--- config.mk ---
export PLATFORM = sky130hd
export DESIGN_NAME = text_memory_arbiter
export DESIGN_NICKNAME = d
export VERILOG_FILES = /design/src/rtl/text_memory_arbiter_pkg.sv /design/src/rtl/text_memory_arbiter_range_check.sv /design/src/rtl/text_memory_arbiter.sv
export SDC_FILE = /design/constraint.sdc
export NUM_CORES = 1
export LEC_CHECK = 0
export CORE_MARGIN = 5
export CORE_UTILIZATION = 27
export CTS_CLUSTER_DIAMETER = 120
export DETAILED_ROUTE_END_ITERATION = 6
export PLACE_DENSITY = 0.85
export SYNTH_ARGS = -nofsm -noshare
export SYNTH_HDL_FRONTEND = slang
export SYNTH_SLANG_ARGS = --single-unit
--- constraint.sdc ---
create_clock -name clock -period 1.5 [get_ports clock]
set_input_delay 0.15 -clock clock [delete_from_list [all_inputs] [get_ports clock]]
set_output_delay 0.15 -clock clock [all_outputs]
set_load 0.01 [all_outputs]
--- src/rtl/text_memory_arbiter_pkg.sv ---
// Shared constants and types for the text memory arbiter.
// Requester ids, text-region defaults, pipeline record and FSM encoding.
package text_memory_arbiter_pkg;

  localparam logic [31:0] TEXT_BEGIN_DEF     = 32'h0040_0000;
  localparam logic [31:0] TEXT_END_DEF       = 32'h0040_FFFF;
  localparam int          MEM_ADDR_WIDTH_DEF = 14;

  localparam logic REQ_F = 1'b0;
  localparam logic REQ_D = 1'b1;

  typedef enum logic {
    ST_IDLE = 1'b0,
    ST_BUSY = 1'b1
  } arb_state_t;

  typedef struct packed {
    logic id;
    logic err;
  } pend_t;

  function automatic logic addr_in_range(input logic [31:0] addr,
                                         input logic [31:0] lo,
                                         input logic [31:0] hi);
    return (addr >= lo) && (addr <= hi);
  endfunction

endpackage

--- src/rtl/text_memory_arbiter_range_check.sv ---
// text_range_check: combinational inclusive [TEXT_BEGIN, TEXT_END] test
// on a 32-bit byte address, unsigned compare.
module text_range_check
  import text_memory_arbiter_pkg::*;
#(
  parameter logic [31:0] TEXT_BEGIN = TEXT_BEGIN_DEF,
  parameter logic [31:0] TEXT_END   = TEXT_END_DEF
) (
  input  logic [31:0] addr,
  output logic        in_range
);

  assign in_range = addr_in_range(addr, TEXT_BEGIN, TEXT_END);

endmodule

--- src/rtl/text_memory_arbiter.sv ---
// text_memory_arbiter: shares the synchronous-read text memory between fetch (F)
// and data (D) readers. Define TEXT_ARB_ROUND_ROBIN_EN for round-robin on contention.
module text_memory_arbiter
  import text_memory_arbiter_pkg::*;
#(
  parameter logic [31:0] TEXT_BEGIN     = TEXT_BEGIN_DEF,
  parameter logic [31:0] TEXT_END       = TEXT_END_DEF,
  parameter int          MEM_ADDR_WIDTH = MEM_ADDR_WIDTH_DEF
) (
  input  logic                      clock,
  input  logic                      reset_n,
  input  logic                      f_req_valid,
  output logic                      f_req_ready,
  input  logic [31:0]               f_address,
  input  logic                      f_flush,
  output logic                      f_resp_valid,
  output logic [31:0]               f_resp_data,
  output logic                      f_resp_error,
  input  logic                      d_req_valid,
  output logic                      d_req_ready,
  input  logic [31:0]               d_address,
  output logic                      d_resp_valid,
  output logic [31:0]               d_resp_data,
  output logic                      d_resp_error,
  output logic [MEM_ADDR_WIDTH-1:0] mem_address,
  input  logic [31:0]               mem_q
);

  logic                      w_f_grant;
  logic                      w_d_grant;
  logic                      w_grant;
  logic [31:0]               w_grant_addr;
  logic                      w_in_range;
  logic                      w_pend_valid;
  arb_state_t                r_state;
  arb_state_t                w_state_nxt;
  pend_t                     r_pend;
  logic [MEM_ADDR_WIDTH-1:0] r_mem_addr;
`ifdef TEXT_ARB_ROUND_ROBIN_EN
  logic                      r_last_grant;
`endif

  // Arbitration: ready is held low during reset so no grant can form.
  always_comb begin
    f_req_ready = 1'b0;
    d_req_ready = 1'b0;
    if (!reset_n) begin
      f_req_ready = 1'b0;
      d_req_ready = 1'b0;
    end else begin
`ifdef TEXT_ARB_ROUND_ROBIN_EN
      if (f_req_valid && d_req_valid) begin
        f_req_ready = (r_last_grant == REQ_D);
        d_req_ready = (r_last_grant == REQ_F);
      end else begin
        f_req_ready = f_req_valid;
        d_req_ready = d_req_valid;
      end
`else
      f_req_ready = f_req_valid;
      d_req_ready = d_req_valid && !f_req_valid;
`endif
    end
  end

  assign w_f_grant    = f_req_valid && f_req_ready;
  assign w_d_grant    = d_req_valid && d_req_ready;
  assign w_grant      = w_f_grant || w_d_grant;
  assign w_grant_addr = w_f_grant ? f_address : d_address;

  text_range_check #(
    .TEXT_BEGIN (TEXT_BEGIN),
    .TEXT_END   (TEXT_END)
  ) u_range_check (
    .addr     (w_grant_addr),
    .in_range (w_in_range)
  );

  // Next state of the pending-response pipeline.
  always_comb begin
    w_state_nxt = ST_IDLE;
    case (r_state)
      ST_IDLE: w_state_nxt = w_grant ? ST_BUSY : ST_IDLE;
      ST_BUSY: w_state_nxt = w_grant ? ST_BUSY : ST_IDLE;
      default: w_state_nxt = ST_IDLE;
    endcase
  end

  // Pipeline register P and the held memory word address.
  always_ff @(posedge clock or negedge reset_n) begin
    if (!reset_n) begin
      r_state    <= ST_IDLE;
      r_pend     <= '0;
      r_mem_addr <= '0;
    end else begin
      r_state    <= w_state_nxt;
      r_pend.id  <= w_f_grant ? REQ_F : REQ_D;
      r_pend.err <= w_grant && !w_in_range;
      if (w_grant) begin
        r_mem_addr <= w_grant_addr[MEM_ADDR_WIDTH+1:2];
      end else begin
        r_mem_addr <= r_mem_addr;
      end
    end
  end

`ifdef TEXT_ARB_ROUND_ROBIN_EN
  // Remember who won last so contention alternates; F wins first after reset.
  always_ff @(posedge clock or negedge reset_n) begin
    if (!reset_n) begin
      r_last_grant <= REQ_D;
    end else if (w_f_grant) begin
      r_last_grant <= REQ_F;
    end else if (w_d_grant) begin
      r_last_grant <= REQ_D;
    end else begin
      r_last_grant <= r_last_grant;
    end
  end
`endif

  assign w_pend_valid = (r_state == ST_BUSY);
  assign mem_address  = w_grant ? w_grant_addr[MEM_ADDR_WIDTH+1:2] : r_mem_addr;

  // Response steering; a flushed fetch response is fully suppressed.
  always_comb begin
    f_resp_valid = 1'b0;
    f_resp_data  = 32'h0;
    f_resp_error = 1'b0;
    d_resp_valid = 1'b0;
    d_resp_data  = 32'h0;
    d_resp_error = 1'b0;
    if (w_pend_valid && (r_pend.id == REQ_F) && !f_flush) begin
      f_resp_valid = 1'b1;
      f_resp_data  = r_pend.err ? 32'h0 : mem_q;
      f_resp_error = r_pend.err;
    end else if (w_pend_valid && (r_pend.id == REQ_D)) begin
      d_resp_valid = 1'b1;
      d_resp_data  = r_pend.err ? 32'h0 : mem_q;
      d_resp_error = r_pend.err;
    end else begin
      f_resp_valid = 1'b0;
      d_resp_valid = 1'b0;
    end
  end

endmodule

==> impl_metrics.toml <==
[placed_design]
port_buffers = 180
dpl.cell_count = 433
place_congestion = 0.811
hpwlAfterDp_mm = 5.49
place_ws_ns = -0.593

[route]
ant_nets = 0
wl_per_cell_um = 16.4
vias = 2097
vias_per_cell = 4.68
drc = 0
first_pass_iters = 4
routed_wl_mm = 7.34
drt_iter0_drc = 48

[setup_path]
path_buf_inv = 2
required_ns = 1.35
startpoint_type = "register"
crit_path_end_kind = "primary output"
worstPathMaxFanout = 8
crit_path_frequent_cell = "nor2_2"
arrival_ns = 1.37
cpPeakStageDelay_ns = 0.41
slowest_stage = "dfrtp_1"
cp_top_family = "flip-flops"
worstPathCellList = "nor2_2 > nand2_4 > buf_16 > nor2_2 > buf_2"
crit_type = "register to primary output"

[logic_synthesis]
yosysSeqAreaShare_pct = 31.8
synth-compound-area-share_pct = 7.49
synth_top_family_by_area = "simple AND/OR/NAND/NOR gates"
synth-adder-area-share_pct = 0
syn_nets = 292
yosysWarningCount = 0
synth_cell_type_count = 20
synth_mux_area_share_pct = 10.5
synth-simple-area-share_pct = 44.1
syn_avg_cell_area_um2 = 7.00
synth_xor_area_share_pct = 0
synth_area_mm2 = 0.00134
synthCells = 191
synth_seq_cells = 17

[finish]
register_area_um2 = 427
final_common_cell = "clkdlybuf4s50_1"
syn2layout_area_growth_pct = 146
fillers = 411
drive_gt1_share_pct = 33.2
nNetsFinal = 482
layout.cells.non_filler = 448
most-common-layout-cells = "94 x clkdlybuf4s50_1, 48 x nor2_1, 34 x buf_2, 29 x nand2b_1, 29 x clkbuf_2"
multi_input_comb_area_um2 = 955

[run_status]
failed_checks = "setup timing"
status = "finished with violations"

[timing]
rsz0062_at_grt = "true"
hold_viol = 0
hold_slack_ns = 0.339
slew_violations = 0
skew_ns = 0
period_share_pct = 102
worst_pin_slew_ns = 0.317
max_slew_margin_pct = 78.8
fmax_mhz = 657
setup-violations-final = 3
setup_ws_ns = -0.0231
fin_crit_ns = 1.52

[hold_path]
hp-class = "input port to register"

[clock_tree]
path_clk_slew_ns = 0.07
cts.sinks = 17
cts-root-buf = "clkbuf_8"
cts_buffer_depth = 2
cts_tree = "yes"
cts_inserted_buffers = 3
insertion_delay_ns = 0.25
cts_max_level = 1

[grt]
grt_pass1_vias = 2238
met1_usage_pct = 20.3
grt_usage_pct = 21.7
grt.overflow.total = 0
grt_start_max_net_pins = 35
grt.busiest_layer = "met2"
antenna_found_initial = 1
met2_usage_pct = 42.3
grt_first_pass_wirelength_mm = 10.9
grt_use_met3_pct = 7.96

[power]
p_per_area_mw_per_mm2 = 516
total_power_w = 0.00170
p_leak_nw = 1.62
peakVddDrop_uv = 555

[die]
initial_core_util_pct = 28.1
die_w_um = 80.4
die_y_um = 80.4
core-area_mm2 = 0.00475
rows = 25
dieArea_mm2 = 0.00646
boundaryPins = 185

[flow_run]
maxCapViolations = 0
[through the flow]
step / cell area [um^2] / setup TNS, ns / utilization (%)
after floorplan: 1340 / 0 / -
after global routing: 3290 / -1.47 / 69.2
after detailed placement: 3270 / -17.12 / 68.8
final: 3290 / -0.0375 / 69.2
after global placement: 3270 / -16.03 / 68.8
after CTS: 3280 / -0.0150 / 68.9
[routing by layer]
layer / vias to the layer above / wire length [um]
met2: 126 / 3920
met5: - / 0
met1: 963 / 2320
li1: 994 / -
met3: 14 / 920
met4: 0 / 186
[final cells by class]
cell class / instances / area share [%]
multi-input cells: 158 / 29.0
clock inverters: 1 / 0.152
well taps: 67 / 2.55
flip-flops and latches: 17 / 13.0
inverters: 4 / 0.456
diodes: 1 / 0.0761
repair buffers: 197 / 53.5
clock buffers: 3 / 1.26
[registers in the layout, indices dropped and copies added (netlist names)]
register    count
r_pend          2
r_mem_addr     14
r_state         1
[path summary, 6_finish.rpt]
kind / startpoint / slack (ns) / depth (start not counted) / to
worst max-delay path: r_pend[1] / -0.02 / 5 / f_resp_data[15]
worst min-delay path: f_req_valid / 0.34 / 2 / r_pend[1]
worst max register to register: r_mem_addr[6] / 0.82 / 2 / r_mem_addr[6]
worst min register to register: r_mem_addr[13] / 0.49 / 2 / r_mem_addr[13]
max in group asynchronous: reset_n / 0.70 / 3 / r_mem_addr[13]
min in group asynchronous: reset_n / 0.48 / 3 / r_mem_addr[12]
[Yosys cell counts]
library cell	n	area [um^2]
nor2_1	65	244
nand2b_1	32	200
dfrtp_1	17	425
nand2_1	16	60.1
o21ai_1	15	75.1
mux2i_1	14	140
clkbuf_1	6	22.5
nor4_1	6	37.5
buf_2	5	25.0
and3_1	2	12.5
inv_1	2	7.51
inv_2	2	7.51
nor4b_1	2	17.5
a21o_1	1	7.51
a21oi_2	1	8.76
a41oi_1	1	8.76
buf_4	1	7.51
buf_6	1	11.3
nand2_4	1	11.3
nand4_1	1	6.26
[cell families (layout without fill, tap and decap cells)]
| logic type | count (synthesis) | in the layout |
|---|---|---|
| mux | 14 | 14 |
| simple gates | 125 | 126 |
| buf+inv | 17 | 205 |
| flops | 17 | 17 |
| other cells | 0 | 1 |
| compound gates | 18 | 18 |
[power breakdown]
part | leakage, nW | switching (W) | internal, W
registers | 0.205 | 0.0000221 | 0.000514
clock network | 0.0255 | 0.000159 | 0.000184
logic | 1.39 | 0.000343 | 0.000476
[what timing repair did]
action,in CTS,in global routing
setup endpoints to repair,84,74
hold buffers,2,0
gates cloned,4,1
hold endpoints to repair,17,0
gates resized for setup,242,80
buffers inserted,3,0
pin swaps,4,8
No activity file was read; power rests on OpenSTA's default activity.
==> variant: new RTL, same settings <==
The option `TEXT_ARB_ROUND_ROBIN_EN` is turned on by a define.
--- a/src/rtl/text_memory_arbiter.sv
+++ b/src/rtl/text_memory_arbiter.sv
@@ -1,5 +1,7 @@
 // text_memory_arbiter: shares the synchronous-read text memory between fetch (F)
 // and data (D) readers. Define TEXT_ARB_ROUND_ROBIN_EN for round-robin on contention.
+`define TEXT_ARB_ROUND_ROBIN_EN
+
 module text_memory_arbiter
   import text_memory_arbiter_pkg::*;
 #(
Function: changed (Yosys sat finds a counterexample within 4 cycles, from zero or initial values and one cycle with reset_n low).
==> variant against the unedited design <==
The run still ends with setup timing left. Setup slack worse by 0.34 ns. Sequential share of layout area is 1.3 points lower. Worst hold slack worse by 0.30 ns. Clock skew is 0.0010 ns higher. Die area is 4.8% higher. Power is 24% higher. Cell count is 2.7% higher. Sequential power is 10% higher. Routed wire length is 20% higher. Clock power is 17% higher. Sequential cell count is 1 higher. Area after synthesis is 5.5% higher. Cell area is 18% higher. Synthesized cell count is 4.7% lower. Highest routed layer unchanged.
==> variant: results (changes against the unedited design) <==
- Initial antenna violation count: 0 (was 1)
- Setup ws final: -0.3585 ns (was -0.02310 ns)
- Final setup fails: 74 (was 3)
- Met1 capacity usage during global routing: 21.23% (was 20.26%)
- Power Clock: 0.403 mW (was 0.344 mW)
- Worst R2R Path Depth: 4 (was 2)
- Status: finished, violations left (unchanged)
- Logic power comb: 1.11 mW (was 0.819 mW)
- PnR Total Power: 2.105 mW (was 1.698 mW)
- Violated checks: setup timing (unchanged)
- Diode count: 0 (was 1)
- Worst slew pin tran: 0.2862 ns (was 0.3172 ns)
- Commonest cells in the netlist: nor2_1 (62), nand2b_1 (32), dfrtp_1 (17) (was nor2_1 (65), nand2b_1 (32), dfrtp_1 (17))
- DR iter-0 viols: 76 (was 48)
- Top Registers: r_mem_addr: 14 flops, r_pend: 2 flops (was r_mem_addr: 14 flops, r_pend: 2 flops, r_state: 1 flops)
- Mapped Nets: 283 (was 292)
- Syn avg cell area: 7.748 um^2 (was 6.996 um^2)
- Hold slack: 0.04291 ns (was 0.3388 ns)
- Reg2reg start: r_last_grant$_DFFE_PN1N_ (was r_mem_addr[6]$_DFF_PN0_)
- Worst stage delay on the critical path: 0.44 ns (was 0.41 ns)
- Worst VDD drop: 742.4 uV (was 554.6 uV)
- M2 GR Usage: 41.51% (was 42.30%)
- Share of cells above drive strength 1: 39.23% (was 33.16%)
- CP max-delay cell: or3b_4 (was dfrtp_1)
- Post-synthesis sequential area ratio: 32.03% (was 31.84%)
- Met3 Use GR: 7.809% (was 7.960%)
- Non-filler cells, final: 460 (was 448)
variant: cell types whose count changed in the layout (fill, tap and decap cells not counted), moves of 12 or more:
cell           change
buf_6             +27
clkbuf_2          -23
nor2_4            +17
a221o_1           +14
dlygate4sd2_1     +14
mux2i_1           -14
buf_4             +13
nor2_1            -13
o21ai_1           -12
variant: per-stage QoR:
stage | instance area [um^2] | worst slack (ns) | setup TNS [ns]
floorplan | 1410 | 0.1682 | 0
global placement | 3366 | -0.5477 | -23.35
detailed placement | 3366 | -0.6034 | -24.98
CTS | 3458 | -0.2546 | -14.11
global route | 3867 | -0.3942 | -18.81
finish | 3867 | -0.3585 | -14.88
variant: final cells by class:
class | count | area, um^2 | share of cell area (%)
flip-flops and latches | 18 | 451.7 | 11.68
well taps | 70 | 87.58 | 2.265
multi-input cells | 147 | 1110 | 28.70
repair buffers | 216 | 2132 | 55.13
clock buffers | 4 | 55.05 | 1.423
inverters | 5 | 31.28 | 0.8088
